===== src/rtl/pwm_pkg.sv =====
// Shared defaults and state encoding for the PWM capture block.
package pwm_pkg;

  localparam int unsigned CNT_W_DEFAULT   = 32;
  localparam int unsigned TIMEOUT_DEFAULT = 32'd100_000;

  typedef enum logic [1:0] {
    StIdle,
    StArm,
    StHigh,
    StLow
  } cap_state_e;

endpackage


===== src/rtl/sync_2ff.sv =====
// Two-flop synchronizer for a single asynchronous bit.
module sync_2ff #(
  parameter logic RESET_VAL = 1'b0
) (
  input  logic clk,
  input  logic rst,
  input  logic d,
  output logic q
);

  logic meta_q;
  logic sync_q;

  always_ff @(posedge clk) begin
    if (rst) begin
      meta_q <= RESET_VAL;
      sync_q <= RESET_VAL;
    end else begin
      meta_q <= d;
      sync_q <= meta_q;
    end
  end

  assign q = sync_q;

endmodule


===== src/rtl/pwm_capture.sv =====
// Measures period and high time of an asynchronous PWM input in clk cycles,
// with a sticky timeout for stuck (0% / 100% duty) inputs.
module pwm_capture
  import pwm_pkg::*;
#(
  parameter int unsigned CNT_W   = CNT_W_DEFAULT,
  parameter int unsigned TIMEOUT = TIMEOUT_DEFAULT
) (
  input  logic             clk,
  input  logic             rst,
  input  logic             cap_en,
  input  logic             pwm_in,
  output logic [CNT_W-1:0] period,
  output logic [CNT_W-1:0] high_time,
  output logic             meas_valid,
  output logic             timeout,
  output logic             stuck_level
);

  localparam logic [CNT_W-1:0] TimeoutCnt = CNT_W'(TIMEOUT);

  // cnt tops out at TIMEOUT+1, so this guarantees it can never wrap.
  if (64'(TIMEOUT) >= (64'd1 << CNT_W) - 64'd1) begin : g_timeout_check
    $error("TIMEOUT must be below 2**CNT_W-1");
  end

  logic s;
  logic s_d_q;
  logic rise;
  logic fall;

  cap_state_e       state_q, state_d;
  logic [CNT_W-1:0] cnt_q, cnt_d;
  logic [CNT_W-1:0] shadow_q, shadow_d;
  logic [CNT_W-1:0] period_q, period_d;
  logic [CNT_W-1:0] high_q, high_d;
  logic             valid_q, valid_d;
  logic             tout_q, tout_d;
  logic             stuck_q, stuck_d;

  sync_2ff #(
    .RESET_VAL(1'b0)
  ) u_sync (
    .clk(clk),
    .rst(rst),
    .d  (pwm_in),
    .q  (s)
  );

  assign rise = s & ~s_d_q;
  assign fall = ~s & s_d_q;

  always_comb begin
    state_d  = state_q;
    cnt_d    = cnt_q;
    shadow_d = shadow_q;
    period_d = period_q;
    high_d   = high_q;
    valid_d  = 1'b0;
    tout_d   = tout_q;
    stuck_d  = stuck_q;

    if (!cap_en) begin
      state_d = StIdle;
      cnt_d   = '0;
    end else begin
      unique case (state_q)
        StIdle: begin
          state_d = StArm;
          cnt_d   = '0;
        end
        StArm: begin
          // First rise only starts timing; there is no prior rise to measure from.
          if (rise) begin
            state_d = StHigh;
            cnt_d   = CNT_W'(1);
          end
        end
        StHigh: begin
          if (fall) begin
            state_d  = StLow;
            shadow_d = cnt_q;
            cnt_d    = cnt_q + CNT_W'(1);
          end else if (cnt_q >= TimeoutCnt) begin
            state_d = StArm;
            tout_d  = 1'b1;
            stuck_d = s;
            cnt_d   = '0;
          end else begin
            cnt_d = cnt_q + CNT_W'(1);
          end
        end
        StLow: begin
          // Edge takes priority over an expiring timeout.
          if (rise) begin
            state_d  = StHigh;
            period_d = cnt_q;
            high_d   = shadow_q;
            valid_d  = 1'b1;
            tout_d   = 1'b0;
            cnt_d    = CNT_W'(1);
          end else if (cnt_q >= TimeoutCnt) begin
            state_d = StArm;
            tout_d  = 1'b1;
            stuck_d = s;
            cnt_d   = '0;
          end else begin
            cnt_d = cnt_q + CNT_W'(1);
          end
        end
        default: begin
          state_d = StIdle;
          cnt_d   = '0;
        end
      endcase
    end
  end

  always_ff @(posedge clk) begin
    if (rst) begin
      s_d_q    <= 1'b0;
      state_q  <= StIdle;
      cnt_q    <= '0;
      shadow_q <= '0;
      period_q <= '0;
      high_q   <= '0;
      valid_q  <= 1'b0;
      tout_q   <= 1'b0;
      stuck_q  <= 1'b0;
    end else begin
      s_d_q    <= s;
      state_q  <= state_d;
      cnt_q    <= cnt_d;
      shadow_q <= shadow_d;
      period_q <= period_d;
      high_q   <= high_d;
      valid_q  <= valid_d;
      tout_q   <= tout_d;
      stuck_q  <= stuck_d;
    end
  end

  assign period      = period_q;
  assign high_time   = high_q;
  assign meas_valid  = valid_q;
  assign timeout     = tout_q;
  assign stuck_level = stuck_q;

endmodule


===== config.mk =====
export PLATFORM = sky130hd
export DESIGN_NAME = pwm_capture
export DESIGN_NICKNAME = d
export VERILOG_FILES = /design/src/rtl/pwm_pkg.sv /design/src/rtl/sync_2ff.sv /design/src/rtl/pwm_capture.sv
export SDC_FILE = /design/constraint.sdc
export NUM_CORES = 1
export LEC_CHECK = 0
export CORE_ASPECT_RATIO = 0.9
export CORE_MARGIN = 3
export CORE_UTILIZATION = 49
export CTS_CLUSTER_DIAMETER = 80
export DETAILED_ROUTE_END_ITERATION = 7
export PLACE_DENSITY = 0.82
export SLEW_MARGIN = 20
export SYNTH_ARGS = -nofsm -noshare
export SYNTH_HDL_FRONTEND = slang
export SYNTH_SLANG_ARGS = --single-unit

===== constraint.sdc =====
create_clock -name clk -period 3.55 [get_ports clk]
set_input_delay 1.065 -clock clk [delete_from_list [all_inputs] [get_ports clk]]
set_output_delay 1.065 -clock clk [all_outputs]
set_load 0.005 [all_outputs]

==> results of run 1 <==
[final timing paths]
check / slack [ps] / cells past startpoint / to / start
worst max-delay path: 720 / 6 / cnt_q[28] / cap_en
worst min-delay path: 450 / 1 / u_sync.q / u_sync.meta_q
worst max register to register: 990 / 6 / cnt_q[28] / cnt_q[5]
worst min register to register: 450 / 1 / u_sync.q / u_sync.meta_q
[cell type report]
class                      count  area share [%]
clock buffer                  18           6.662
clock inverter                14           1.917
tap                          129           2.448
inverter                      12          0.6832
timing repair buffer          79           11.58
multi-input combinational    481           35.41
sequential                   136           41.30
[layout by cell type (no fill, tap or decap), drive strengths merged, types with 12 or more instances in the layout]
cell,Yosys,layout
nand3,14,14
nor2,27,27
a21oi,106,106
clkdlybuf4s50,0,69
nand4,12,12
nand2,216,216
inv,12,22
dfxtp,136,136
o21ai,26,26
clkbuf,34,18
[cells by family (layout without fill, tap and decap cells)]
kind of cell,count (synthesis),count (layout)
fa+ha+maj,2,2
xor+xnor,11,11
buf+inv,54,123
mux,3,3
flops,136,136
compound gates,144,144
simple gates,321,321
[layer usage]
layer	part of all wire (%)	up-vias	wire length [um]	GRT usage, %
met5	0	-	0	0
met4	1.2	0	148	7.041
met3	6.5	16	833	4.770
met2	45	191	5731	33.06
met1	48	2203	6125	31.75
li1	-	2354	-	-
[synthesized netlist by cell type, types with 2 or more instances]
master	n	area, um^2
nand2_1	216	810.8
dfxtp_1	136	2723
a21oi_1	106	530.5
clkbuf_1	33	123.9
nor2_1	27	101.4
o21ai_0	25	125.1
nand3_1	14	70.07
inv_1	12	45.04
nand4_1	10	62.56
or3_1	10	62.56
nor3_1	8	40.04
buf_2	7	35.03
and3_1	6	37.54
nor2b_1	6	37.54
xor2_1	6	52.55
nor4_1	5	31.28
xnor2_1	5	43.79
nand2b_1	4	25.02
a31oi_1	3	18.77
and2_1	3	18.77
and4_1	3	26.28
a21o_1	2	15.01
ha_1	2	25.02
mux2i_1	2	20.02
nand4_2	2	25.02
[power breakdown]
| group | switching (mW) | total, mW | internal (mW) |
|---|---|---|---|
| combinational | 0.0300 | 0.0387 | 0.00871 |
| sequential | 0.00240 | 1.53 | 1.53 |
| clock | 0.717 | 1.66 | 0.942 |
| total | 0.750 | 3.23 | 2.48 |
[worst max-delay path, delay by kind of cell]
kind	cells	cell delay [ps]
AOI/OAI and AO/OA	2	310
buffers and inverters	1	490
and+or+nand+nor	3	1200
[sequential cells by signal, indices dropped and copies added, names as in the netlist]
register	count
meas_valid	1
period	32
u_sync.q	1
u_sync.meta_q	1
high_time	32
timeout	1
s_d_q	1
state_q	2
shadow_q	32
cnt_q	32
stuck_level	1
[per-stage QoR]
stage	util [%]	total power, mW	instance area, um^2	hold slack, ps	instances
6_report	63.79	3.228	6593	452.8	869
3_3_place_gp	58.32	1.601	6027	436.2	837
3_5_place_dp	58.32	1.602	6027	439.7	837
4_1_cts	63.79	3.253	6593	453.4	869
2_1_floorplan	-	1.590	5258	413.8	671
5_1_grt	63.79	3.326	6593	464.6	869
==> flow_summary.json, run 1 <==
{
  "status": "finished, final reports clean",
  "cp_max_fo": 16,
  "core-area_mm2": 0.01033,
  "slew_headroom_pct": 27.14,
  "grt_usage_pct": 22.10,
  "via_per_inst": 5.482,
  "postLayoutSetupSlackWorst_ps": 724.8,
  "finClkSkew_ps": 6.877,
  "crit_chain": "clkdlybuf4s50_1 -> nor2b_1 -> nand3_1 -> o31ai_1 -> nor2_1 -> o21ai_0",
  "grt_pass1_wl_um": 21740,
  "layout-drive-gt1-share_pct": 6.757,
  "synth-xor-area-share_pct": 1.832,
  "synth-simple-area-share_pct": 26.96,
  "synth_top_family_by_area": "simple AND/OR/NAND/NOR gates",
  "die-height_um": 104.3,
  "end_kind": "flip-flop",
  "syn-num-nets": 677,
  "required_ps": 3790,
  "multi_input_area_mm2": 0.002335,
  "antenna_left": 0,
  "wirelength_um": 12840,
  "cts-buffers-inserted": 17,
  "syn_area_mm2": 0.005258,
  "wl_per_cell_um": 14.77,
  "synth_compound_area_share_pct": 14.30,
  "seq_area_mm2": 0.002723,
  "tightest_slew_ps": 1089,
  "start_util_pct": 50.87,
  "post-route-period-util_pct": 79.58,
  "place.gp.congestion": 0.9699,
  "synthCells": 671,
  "p_leak_nw": 2.162,
  "clkSinkCount": 136,
  "worst_path_max_delay_cell": "nor2_1",
  "cpPeakStageDelay_ps": 840,
  "rows": 35,
  "hpwl_um": 8753,
  "hold_buffers": 0,
  "postCtsSetupRepairBufs": 0,
  "antenna_found_initial": 0,
  "async_reset_ff_share_pct": 0,
  "post-place-ws_ps": 391.1,
  "holdCritPathClass": "reg2reg",
  "powerDensity_mw_per_mm2": 489.7,
  "clock-root-buffer": "clkbuf_16",
  "drtPass1Iterations": 7,
  "ir_worst_vdd_mv": 0.2323,
  "n_antenna_cell": 0,
  "drt_iter0_markers": 613,
  "grt_pass1_vias": 4533,
  "synth_cell_types": 43,
  "synth_mux_area_share_pct": 0.5950,
  "crit_type": "in2reg",
  "worst_ep_arrival_time_ps": 3070,
  "synth_fa_ha_area_share_pct": 0.4760,
  "clk_pin_slew_ps": 60,
  "setup_viol": 0,
  "clk_latency_ps": 410,
  "grt_overflow": 0,
  "synth_ff_type": "dfxtp_1",
  "cts_tree": "done",
  "port_buffers": 70,
  "avgSynthCellArea_um2": 7.835,
  "cap_violations": 0,
  "synth_edf_count": 0,
  "grt_setup_unrepaired": "false",
  "yosysWarnings": 0,
  "fill_cells": 910,
  "drv_slew": 0,
  "hold_viol": 0,
  "cts.repair.resized": 0,
  "clockBufferDepth": 2,
  "die_area_mm2": 0.01201,
  "top_level_ports": 71,
  "ys_seq_area_share_pct": 51.78,
  "drc_errors": 0,
  "die_x_um": 115.2,
  "nets": 733,
  "ys_ff_latch": 136,
  "fin_tns_setup_ps": 0,
  "crit_path_start_kind": "input port",
  "finalCriticalPeriod_ps": 2825,
  "grt_max_degree": 66,
  "area_growth_pct": 25.39,
  "clock.fmax_mhz": 354.0,
  "vias": 4764,
  "ctsHtreeMaxLevel": 4
}
Power figures use the tool's default switching activity.
==> run 2, diff against run 1 <==
Clock period 3.55 ns to 2.72 ns, I/O delays scaled along.
==> flow_summary.json, run 2 (synthesis gave the netlist of run 1 again) <==
{
  "grt_max_degree": 103,
  "cts_tree": "done",
  "wl_met3_um": 817,
  "fin_tns_setup_ps": 0,
  "postCtsSetupRepairBufs": 0,
  "power_mw": 4.519,
  "required_ps": 2980,
  "die_area_mm2": 0.01201,
  "cts.repair.resized": 0,
  "clockBufferDepth": 2,
  "layoutNonFillerInstCount": 875,
  "antenna_found_initial": 0,
  "nets": 739,
  "dpl.cell_count": 843,
  "drt_iter0_markers": 468,
  "drc_errors": 0,
  "hpwl_um": 8503,
  "core-area_mm2": 0.01033,
  "p_leak_nw": 2.239,
  "vias": 4828,
  "rows": 35,
  "cp_max_fo": 16,
  "crit_path_start_kind": "flip-flop",
  "finClkSkew_ps": 8.192,
  "end_kind": "flip-flop",
  "routed.top_layer": "met4",
  "clock.fmax_mhz": 413.2,
  "slew_headroom_pct": 34.83,
  "clock-root-buffer": "clkbuf_16",
  "clk_latency_ps": 410,
  "tightest_slew_ps": 974.0,
  "status": "finished, final reports clean",
  "hold_buffers": 0,
  "ff2ff_setup_slack_ps": 300,
  "grt_pass1_vias": 4497,
  "holdCritPathClass": "reg2reg",
  "cts-buffers-inserted": 17,
  "grt_usage_pct": 22.05,
  "via_per_inst": 5.518,
  "post-route-util_pct": 65.25,
  "fill_cells": 891,
  "post-route-period-util_pct": 88.97,
  "layout-drive-gt1-share_pct": 7.507,
  "antenna_left": 0,
  "start_util_pct": 50.87,
  "top_level_ports": 71,
  "drv_slew": 0,
  "setup_viol": 0,
  "cap_violations": 0,
  "grt_setup_unrepaired": "false",
  "clk_pin_slew_ps": 60,
  "worst_ep_arrival_time_ps": 2680,
  "grt_pass1_wl_um": 21510,
  "hold_viol": 0,
  "ir_worst_vdd_mv": 0.4201,
  "ctsHtreeMaxLevel": 4,
  "grt_overflow": 0,
  "final_cell_mix": "nand2_1, dfxtp_1, a21oi_1",
  "wl_met1_um": 6091,
  "multi_input_area_mm2": 0.002335,
  "place.gp.congestion": 0.8743,
  "final_common_cell": "nand2_1",
  "drtPass1Iterations": 5,
  "clkSinkCount": 136,
  "seq_area_mm2": 0.002723,
  "die-height_um": 104.3,
  "holdWs_ps": 437.5,
  "met2_length_um": 5691,
  "finalCriticalPeriod_ps": 2420,
  "powerDensity_mw_per_mm2": 670.0,
  "area_growth_pct": 28.27,
  "crit_type": "reg2reg",
  "port_buffers": 70,
  "wl_per_cell_um": 14.52,
  "n_antenna_cell": 0,
  "die_x_um": 115.2,
  "wirelength_um": 12700
}
## run 2: cell count changes in the layout (fill, tap and decap cells not counted)
cell       change
buf_12         +2
buf_4          +4
bufinv_16      +4
clkbuf_8       +1
clkinv_2       +1
clkinv_4       +2
inv_6          -6
inv_8          -2
## run 2: cell type report
cell class,instances,area share [%]
repair buffers,85,12.36
multi-input cells,481,34.62
well taps,129,2.393
clock buffers,19,6.716
inverters,12,0.6679
clock inverters,13,2.876
flip-flops and latches,136,40.37
## run 2: per-layer routing
layer	vias to the layer above	track usage, %
met4	0	6.203
met3	10	6.166
li1	2366	-
met1	2289	31.43
met2	163	32.60
met5	-	0
## run 2: critical path: stages, from the launching register on
cell	delay, ps
dfxtp_1	520
o21a_1	170
o211ai_1	80
a21oi_1	360
o31ai_1	170
nor2_1	760
o21ai_0	200
## run 2: final timing paths
| check | startpoint | endpoint | depth (start not counted) |
|---|---|---|---|
| max | cnt_q[7] | cnt_q[17] | 6 |
| min | u_sync.meta_q | u_sync.q | 1 |
| max reg2reg | cnt_q[7] | cnt_q[17] | 6 |
| min reg2reg | u_sync.meta_q | u_sync.q | 1 |
## run 2: per-stage QoR
stage	instance area, um^2	setup slack (ps)
after floorplan	5258	644.6
after global placement	6097	-64.86
after detailed placement	6097	-96.61
after CTS	6744	300.1
after global routing	6744	53.32
final	6744	300.0
## run 2: report_power, final
part | total, mW | switching [mW] | internal [mW]
clock | 2.47 | 0.876 | 1.59
combinational | 0.0508 | 0.0385 | 0.0123
sequential | 2.00 | 0.00311 | 2.00
